`config.mk`:
```
export PLATFORM = sky130hd
export DESIGN_NAME = mio_arbiter
export DESIGN_NICKNAME = d
export VERILOG_FILES = /design/src/rtl/mio_arb_pkg.sv /design/src/rtl/mio_arb_watchdog.sv /design/src/rtl/mio_arbiter.sv
export SDC_FILE = /design/constraint.sdc
export NUM_CORES = 1
export LEC_CHECK = 0
export ABC_AREA = 1
export CAP_MARGIN = 20
export CORE_AREA = 2 2 163 165
export DETAILED_ROUTE_END_ITERATION = 16
export DIE_AREA = 0 0 165 167
export HOLD_SLACK_MARGIN = 0.1
export PLACE_DENSITY_LB_ADDON = 0.2
export SYNTH_ARGS = -nofsm -noshare
export SYNTH_HDL_FRONTEND = slang
export SYNTH_SLANG_ARGS = --single-unit
```
`constraint.sdc`:
```
create_clock -name clk -period 1.8 [get_ports clk]
set_clock_uncertainty 0.05 [all_clocks]
set_input_delay 0.18 -clock clk [delete_from_list [all_inputs] [get_ports clk]]
set_output_delay 0.18 -clock clk [all_outputs]
set_load 0.02 [all_outputs]
```
`src/rtl/mio_arb_pkg.sv`:
```
// Shared definitions for the two-master memory/IO arbiter: FSM states,
// one-hot grant encodings, the read value returned on a watchdog abort,
// and the fixed/round-robin winner selection helper.
package mio_arb_pkg;

    typedef enum logic [1:0] {
        IDLE = 2'd0,
        BUSY = 2'd1,
        DONE = 2'd2
    } arb_state_t;

    localparam logic [1:0] GRANT_NONE = 2'b00;
    localparam logic [1:0] GRANT_M0   = 2'b01;
    localparam logic [1:0] GRANT_M1   = 2'b10;

    localparam int ABORT_RDATA = 0;

    // Resolves a request pair to a one-hot winner; prefer_m1 only matters
    // when both masters request in the same cycle.
    function automatic logic [1:0] pick_winner(input logic req0,
                                               input logic req1,
                                               input logic prefer_m1);
        logic [1:0] win;
        win = GRANT_NONE;
        if (req0 && req1) begin
            win = prefer_m1 ? GRANT_M1 : GRANT_M0;
        end else if (req0) begin
            win = GRANT_M0;
        end else if (req1) begin
            win = GRANT_M1;
        end
        return win;
    endfunction

endpackage

```
`src/rtl/mio_arb_watchdog.sv`:
```
// Busy-cycle watchdog for the arbiter. Counts cycles while enabled and
// flags expiry during the TIMEOUT-th enabled cycle. TIMEOUT = 0 disables it.
module mio_arb_watchdog #(
    parameter int TIMEOUT = 255
) (
    input  logic clk,
    input  logic reset,
    input  logic clear,
    input  logic enable,
    output logic expire
);

    localparam int CW = (TIMEOUT < 2) ? 1 : $clog2(TIMEOUT);
    localparam logic [CW-1:0] LAST = (TIMEOUT == 0) ? '0 : CW'(TIMEOUT - 1);

    logic [CW-1:0] count;

    // Cycle counter: restarts whenever the transfer is not in progress.
    always_ff @(posedge clk or negedge reset) begin
        if (!reset) begin
            count <= '0;
        end else if (clear) begin
            count <= '0;
        end else if (enable) begin
            count <= count + 1'b1;
        end
    end

    assign expire = (TIMEOUT != 0) && enable && (count == LAST);

endmodule

```
`src/rtl/mio_arbiter.sv`:
```
// Two-master arbiter in front of a single memory/IO port.
// Master 0 is the CPU, master 1 the secondary (DMA/display) master.
// Optional feature: define MIO_ARB_ROUND_ROBIN_EN to alternate the winner on
// simultaneous requests; otherwise master 0 always wins a tie.
module mio_arbiter
    import mio_arb_pkg::*;
#(
    parameter int AW      = 32,
    parameter int DW      = 32,
    parameter int TIMEOUT = 255
) (
    input  logic          clk,
    input  logic          reset,
    input  logic          m0_req,
    input  logic          m0_we,
    input  logic [AW-1:0] m0_addr,
    input  logic [DW-1:0] m0_wdata,
    output logic [DW-1:0] m0_rdata,
    output logic          m0_ready,
    output logic          m0_err,
    input  logic          m1_req,
    input  logic          m1_we,
    input  logic [AW-1:0] m1_addr,
    input  logic [DW-1:0] m1_wdata,
    output logic [DW-1:0] m1_rdata,
    output logic          m1_ready,
    output logic          m1_err,
    output logic          mem_req,
    output logic          mem_we,
    output logic [AW-1:0] mem_addr,
    output logic [DW-1:0] mem_wdata,
    input  logic [DW-1:0] mem_rdata,
    input  logic          mem_ack,
    output logic [1:0]    grant
);

    arb_state_t    state;
    arb_state_t    state_next;
    logic [1:0]    winner;
    logic [1:0]    grant_q;
    logic          we_q;
    logic [AW-1:0] addr_q;
    logic [DW-1:0] wdata_q;
    logic [DW-1:0] m0_rdata_q;
    logic [DW-1:0] m1_rdata_q;
    logic          err_q;
    logic          wd_expire;

`ifdef MIO_ARB_ROUND_ROBIN_EN
    logic last_m1;

    // Remembers who won the previous arbitration so a tie goes to the other master.
    always_ff @(posedge clk or negedge reset) begin
        if (!reset) begin
            last_m1 <= 1'b1;
        end else if (state == IDLE && state_next == BUSY) begin
            last_m1 <= winner[1];
        end
    end

    assign winner = pick_winner(m0_req, m1_req, !last_m1);
`else
    assign winner = pick_winner(m0_req, m1_req, 1'b0);
`endif

    mio_arb_watchdog #(
        .TIMEOUT(TIMEOUT)
    ) u_watchdog (
        .clk   (clk),
        .reset (reset),
        .clear (state != BUSY),
        .enable(state == BUSY),
        .expire(wd_expire)
    );

    // State register.
    always_ff @(posedge clk or negedge reset) begin
        if (!reset) begin
            state <= IDLE;
        end else begin
            state <= state_next;
        end
    end

    // Next-state logic; an ack in the expiry cycle still counts as completion.
    always_comb begin
        state_next = state;
        case (state)
            IDLE:    if (m0_req || m1_req) state_next = BUSY;
            BUSY:    if (mem_ack || wd_expire) state_next = DONE;
            DONE:    state_next = IDLE;
            default: state_next = IDLE;
        endcase
    end

    // Transfer datapath: latch the winner's command, capture read data or abort value.
    always_ff @(posedge clk or negedge reset) begin
        if (!reset) begin
            grant_q    <= GRANT_NONE;
            we_q       <= 1'b0;
            addr_q     <= '0;
            wdata_q    <= '0;
            m0_rdata_q <= '0;
            m1_rdata_q <= '0;
            err_q      <= 1'b0;
        end else begin
            case (state)
                IDLE: begin
                    if (state_next == BUSY) begin
                        grant_q <= winner;
                        we_q    <= (winner == GRANT_M1) ? m1_we    : m0_we;
                        addr_q  <= (winner == GRANT_M1) ? m1_addr  : m0_addr;
                        wdata_q <= (winner == GRANT_M1) ? m1_wdata : m0_wdata;
                        err_q   <= 1'b0;
                    end
                end
                BUSY: begin
                    if (mem_ack) begin
                        if (grant_q[0]) m0_rdata_q <= mem_rdata;
                        if (grant_q[1]) m1_rdata_q <= mem_rdata;
                        err_q <= 1'b0;
                    end else if (wd_expire) begin
                        if (grant_q[0]) m0_rdata_q <= DW'(ABORT_RDATA);
                        if (grant_q[1]) m1_rdata_q <= DW'(ABORT_RDATA);
                        err_q <= 1'b1;
                    end
                end
                DONE: begin
                    grant_q <= GRANT_NONE;
                end
                default: begin
                    grant_q <= GRANT_NONE;
                end
            endcase
        end
    end

    assign mem_req   = (state == BUSY);
    assign mem_we    = we_q && mem_req;
    assign mem_addr  = addr_q;
    assign mem_wdata = wdata_q;
    assign grant     = grant_q;

    assign m0_ready  = (state == DONE) && grant_q[0];
    assign m1_ready  = (state == DONE) && grant_q[1];
    assign m0_err    = m0_ready && err_q;
    assign m1_err    = m1_ready && err_q;
    assign m0_rdata  = m0_rdata_q;
    assign m1_rdata  = m1_rdata_q;

endmodule

```
==> results of run 1 <==
## state kept, by name, summed over array words and instances, names as in the netlist
name / count
state: 2
we_q: 1
m0_rdata: 32
u_watchdog.count: 8
mem_addr: 32
err_q: 1
grant: 2
m1_rdata: 32
mem_wdata: 32
## per-layer routing
metal | up-vias | track usage | part of all wire
met5 | - | 0 | 0
met4 | 0 | 0.0469 | 0.015
met1 | 2867 | 0.210 | 0.45
met3 | 17 | 0.0593 | 0.096
li1 | 3067 | - | -
met2 | 240 | 0.240 | 0.44
## what timing repair did
| action | 4_1_cts | 5_1_grt |
|---|---|---|
| buffers inserted | 0 | 0 |
| endpoints found under the setup margin | 7 | 35 |
| hold buffers | 2 | 0 |
| hold endpoints to repair | 143 | 0 |
| pin swaps | 0 | 0 |
| gates resized for setup | 13 | 9 |
## per-stage QoR
stage           util  hold slack [ps]  instances  setup WS [ps]  area, µm²
6_report       0.404              199       1360           67.8      10400
2_1_floorplan      -             -166        729           65.8       6320
3_3_place_gp   0.379             72.6       1326           84.6       9750
4_1_cts        0.403              194       1360           13.3      10400
3_5_place_dp   0.379             66.1       1326           85.4       9750
5_1_grt        0.404              213       1360           24.6      10400
## worst max path at each step
stage / startpoint / end / slack [ps]
after global placement: state[1] / mem_we / 80
after global routing: grant[0] / grant[0] / 20
after detailed placement: state[1] / mem_we / 90
after CTS: state[1] / m1_err / 10
after floorplan: grant[0] / m0_err / 70
final: grant[0] / grant[0] / 70
## final cells by class
cell class | count | share of cell area
sequential | 142 | 0.342
timing repair buffer | 328 | 0.320
multi-input combinational | 508 | 0.233
clock buffer | 19 | 0.0426
tap | 335 | 0.0403
clock inverter | 13 | 0.0173
inverter | 15 | 0.00566
## power breakdown
group / internal, mW / switching, mW
registers: 4.68 / 0.842
logic: 3.88 / 4.71
clock network: 2.26 / 1.50
## cell families after synthesis
family / count (synthesis) / synth area share
and+or+nand+nor: 431 / 0.302
DFF: 142 / 0.562
buffers and inverters: 79 / 0.0591
AOI/OAI and AO/OA: 75 / 0.0734
adders and majority gates: 2 / 0.00396
## cell usage in the layout, fill, tap and decap left out, types with 3 or more instances in the layout
| master | count |
|---|---|
| a21oi_1 | 3 |
| a31oi_1 | 66 |
| buf_12 | 10 |
| buf_2 | 3 |
| buf_4 | 14 |
| bufinv_16 | 3 |
| clkbuf_16 | 17 |
| clkdlybuf4s50_1 | 292 |
| clkinv_4 | 3 |
| dfrtp_1 | 142 |
| dlygate4sd2_1 | 3 |
| inv_1 | 12 |
| inv_6 | 3 |
| nand2_1 | 205 |
| nand3_1 | 69 |
| nand4_1 | 67 |
| nor2_1 | 78 |
| nor3_1 | 4 |
| o21ai_0 | 3 |
==> flow_summary.yaml, run 1 <==
outcome:
  status: "complete, no violations"
yosys:
  seq_area_frac_synth: 0.562
  synth.distinct_cells: 24
  netlist.top_cell.by_area: "dfrtp_1"
  ys_seq_elements: 142
  synth_most_common_cell: "nand2_1"
  ys.flop_type: "dfrtp_1"
  syn-num-nets: 898
  synthTopCellsByArea: "dfrtp_1 56%, nand2_1 12%, nand4_1 6.6%"
  synth_edf_count: 0
  postSynthCellCount: 729
  async_flop_share: 1.00
  mappedNetlistArea_um2: 6320
  avgSynthCellArea_um2: 8.68
  netlist.area_leader.share: 0.562
  netlist_top_cells_count: "206 x nand2_1, 142 x dfrtp_1, 78 x nor2_1"
  ys.warnings.count: 0
timing:
  rsz0062_at_grt: "no"
  period_needed_ps: 1730
  post-route-period-util: 0.962
  slew_violations: 0
  slew_headroom: 0.659
  hold_violations: 0
  worst_pin_slew_ps: 512
  setup_viol: 0
  clock.fmax_ghz: 0.577
  setup_tns_ps: 0
cells_and_area:
  syn_to_final_growth_pct: 64.4
  fillCellCount: 2622
  nets: 1181
  diodes: 0
  multi_input_area_um2: 2420
  seq_area_um2: 3550
  layout-drive-gt1-share: 0.0693
setup_path:
  crit_required_ps: 1570
  reg2reg_to: "m1_rdata[16]"
  critPathLaunchType: "flip-flop"
  critPathMaxFanout: 3
  cp-end-kind: "output pin"
  crit_path_max_incr_delay_ps: 710
  critPathBufInv: 1
  worstReg2RegStart: "state[1]"
  reg2reg_depth: 8
  arrival_ps: 1500
  cp_top_family: "buffers and inverters"
  slowest_stage: "clkdlybuf4s50_1"
  worstPathCellList: "clkdlybuf4s50_1"
  cp_num_cells: 1
  r2r_slack_ps: 210
  crit_type: "flip-flop to output pin"
pwr:
  power.density_nw_per_um2: 1720
  power_mw: 17.9
  leakage_nw: 4.54
  irDropWorstVdd_v: 0.000677
route:
  drtPass1Iterations: 4
  drc_errors: 0
  ant_nets: 0
  vias: 6191
  wl_per_cell_um: 16.1
  drt-total-wl_um: 21800
  dr.first_iter.drc_count: 411
  via_per_inst: 4.55
cts:
  cts.sinks: 142
  clock_path_buffers: 2
  cts_made_buffers: 17
  clkLatencyLatePin_ps: 410
  cts_tree: "yes"
  h-tree-depth: 4
  clk_pin_slew_ps: 60
  cts_root_buf: "clkbuf_16"
flow_run:
  drv_cap: 0
grt:
  grt_max_degree: 69
  grt_pass1_wl_um: 34400
  grtUsageTotal: 0.159
  overflow: 0
  grt_pass1_vias: 6050
  antenna_found_initial: 0
floorplanning:
  start_util: 0.245
  die_w_um: 165
  die_area_um2: 27600
  num_rows: 59
  fp.dieH_um: 167
  core_area_um2: 25800
  io_pins: 303
placement:
  globalplace.congestion: 0.790
  hpwlAfterDp_um: 15400
  portBuffers: 302
worst_hold_path:
  hp-class: "input port to async pin"
(Power assumes the default switching activity.)
==> run 2, diff against run 1 <==
--- a/config.mk
+++ b/config.mk
@@ -12,6 +12,7 @@
 export DIE_AREA = 0 0 165 167
 export HOLD_SLACK_MARGIN = 0.1
 export PLACE_DENSITY_LB_ADDON = 0.2
+export SKIP_LAST_GASP = 1
 export SYNTH_ARGS = -nofsm -noshare
 export SYNTH_HDL_FRONTEND = slang
 export SYNTH_SLANG_ARGS = --single-unit
==> run 2 against run 1 <==
Net effect: sequential cell count unchanged; wire length barely moved; combinational power is essentially flat; setup slack got worse by 0.90 ps; highest routed layer unchanged.
==> flow_summary.yaml, run 2 (synthesized netlist as in run 1, its figures left out) <==
cells_and_area:
  diodes: 0
  seq_area_um2: 3550
  fillCellCount: 2622
  nets: 1181
  final_cell_mix: "292 x clkdlybuf4s50_1, 205 x nand2_1, 142 x dfrtp_1"
  syn_to_final_growth_pct: 64.4
  fin_area_um2: 10400
  layout-drive-gt1-share: 0.0693
  final_common_cell: "clkdlybuf4s50_1"
  multi_input_area_um2: 2420
timing:
  layout_setup_ws_ps: 66.9
  rsz0062_at_grt: "no"
  timing.hold.ws_ps: 199
  period_needed_ps: 1730
  worst_pin_slew_ps: 514
  post-route-period-util: 0.963
  setup_viol: 0
  clock.fmax_ghz: 0.577
  hold_violations: 0
  slew_violations: 0
  slew_headroom: 0.657
placement:
  globalplace.congestion: 0.790
  post-place-ws_ps: 85.4
  hpwlAfterDp_um: 15400
  portBuffers: 302
  dpl_cell_area_um2: 9750
setup_path:
  crit_required_ps: 1570
  critPathBufInv: 1
  crit_type: "flip-flop to output pin"
  cp-end-kind: "output pin"
  arrival_ps: 1500
  critPathMaxFanout: 3
  critPathLaunchType: "flip-flop"
  slowest_stage: "clkdlybuf4s50_1"
  cp_top_family: "buffers and inverters"
  worstPathCellList: "clkdlybuf4s50_1"
  crit_path_max_incr_delay_ps: 720
cts:
  clk_pin_slew_ps: 60
  clkLatencyLatePin_ps: 410
  clock_path_buffers: 2
  cts.sinks: 142
  h-tree-depth: 4
  cts_made_buffers: 17
  cts_root_buf: "clkbuf_16"
  cts_tree: "yes"
route:
  ant_nets: 0
  via_per_inst: 4.55
  drc_errors: 0
  vias: 6188
  drtPass1Iterations: 4
  wl_per_cell_um: 16.1
  dr.first_iter.drc_count: 440
  drt-total-wl_um: 21900
grt:
  grt_max_degree: 69
  antenna_found_initial: 0
  grt_pass1_wl_um: 34400
  overflow: 0
  grt_pass1_vias: 6050
  grtUsageTotal: 0.159
outcome:
  status: "complete, no violations"
pwr:
  p_int_mw: 10.8
  comb_power_share: 0.480
  p_clk_frac: 0.211
  power.switching_mw: 7.07
  leakage_nw: 4.54
  pwr-share-seq: 0.309
  power.density_nw_per_um2: 1720
  switching_share: 0.395
  irDropWorstVdd_v: 0.000677
floorplanning:
  num_rows: 59
  fp.dieH_um: 167
  core_area_um2: 25800
  die_w_um: 165
  die_area_um2: 27600
  io_pins: 303
  start_util: 0.245
worst_hold_path:
  hp-class: "input port to async pin"
flow_run:
  drv_cap: 0
-- run 2: changes by cell type in the layout (fill, tap and decap cells not counted) --
cell / previous run / this run
buf_2: 3 / 2
clkbuf_2: 2 / 3
-- run 2: cell type report --
cell class	instances	share of cell area
tap	335	0.0403
timing repair buffer	328	0.320
clock inverter	13	0.0173
multi-input combinational	508	0.233
sequential	142	0.342
inverter	15	0.00566
clock buffer	19	0.0426
-- run 2: final timing paths --
kind | from | end | slack, ps | cells past startpoint
min in group clk | m0_addr[27] | mem_addr[27] | 270 | 3
setup / recovery | grant[0] | grant[0] | 70 | 1
max in group asynchronous | reset | mem_wdata[31] | 930 | 3
hold / removal | reset | m1_rdata[8] | 200 | 2
hold reg to reg | m0_rdata[1] | m0_rdata[1] | 420 | 2
setup reg to reg | state[1] | m1_rdata[4] | 240 | 8
-- run 2: what timing repair did --
action / CTS / global route
endpoints found under the setup margin: 7 / 36
hold buffers: 2 / 0
buffers inserted: 0 / 0
endpoints found under the hold margin: 143 / 0
gates resized for setup: 9 / 11
pin swaps: 0 / 1
gates cloned: 0 / 0
-- run 2: metrics by stage --
| step | TNS [ps] | power (mW) | instances | utilization |
|---|---|---|---|---|
| final | 0 | 17.9 | 1360 | 0.404 |
| after global routing | 0 | 19.1 | 1360 | 0.404 |
| after CTS | -106 | 18.2 | 1360 | 0.403 |
| after detailed placement | 0 | 14.3 | 1326 | 0.379 |
| after global placement | 0 | 14.2 | 1326 | 0.379 |
| after floorplan | 0 | 9.84 | 729 | - |
-- run 2: power groups by stage --
| stage | Combinational [mW] | Clock, mW | Sequential, mW |
|---|---|---|---|
| floorplan | 2.61 | 0 | 7.23 |
| global placement | 8.71 | 0 | 5.53 |
| detailed placement | 8.74 | 0 | 5.56 |
| CTS | 8.72 | 3.89 | 5.54 |
| global route | 9.36 | 4.03 | 5.73 |
| finish | 8.60 | 3.77 | 5.52 |
-- run 2: per-layer routing --
metal  vias to the layer above  routed length (µm)  track usage
met2                       253                9540        0.240
met3                        17                2170       0.0593
li1                       3064                   -            -
met1                      2854                9830        0.210
met4                         0                 319       0.0469
met5                         -                   0            0
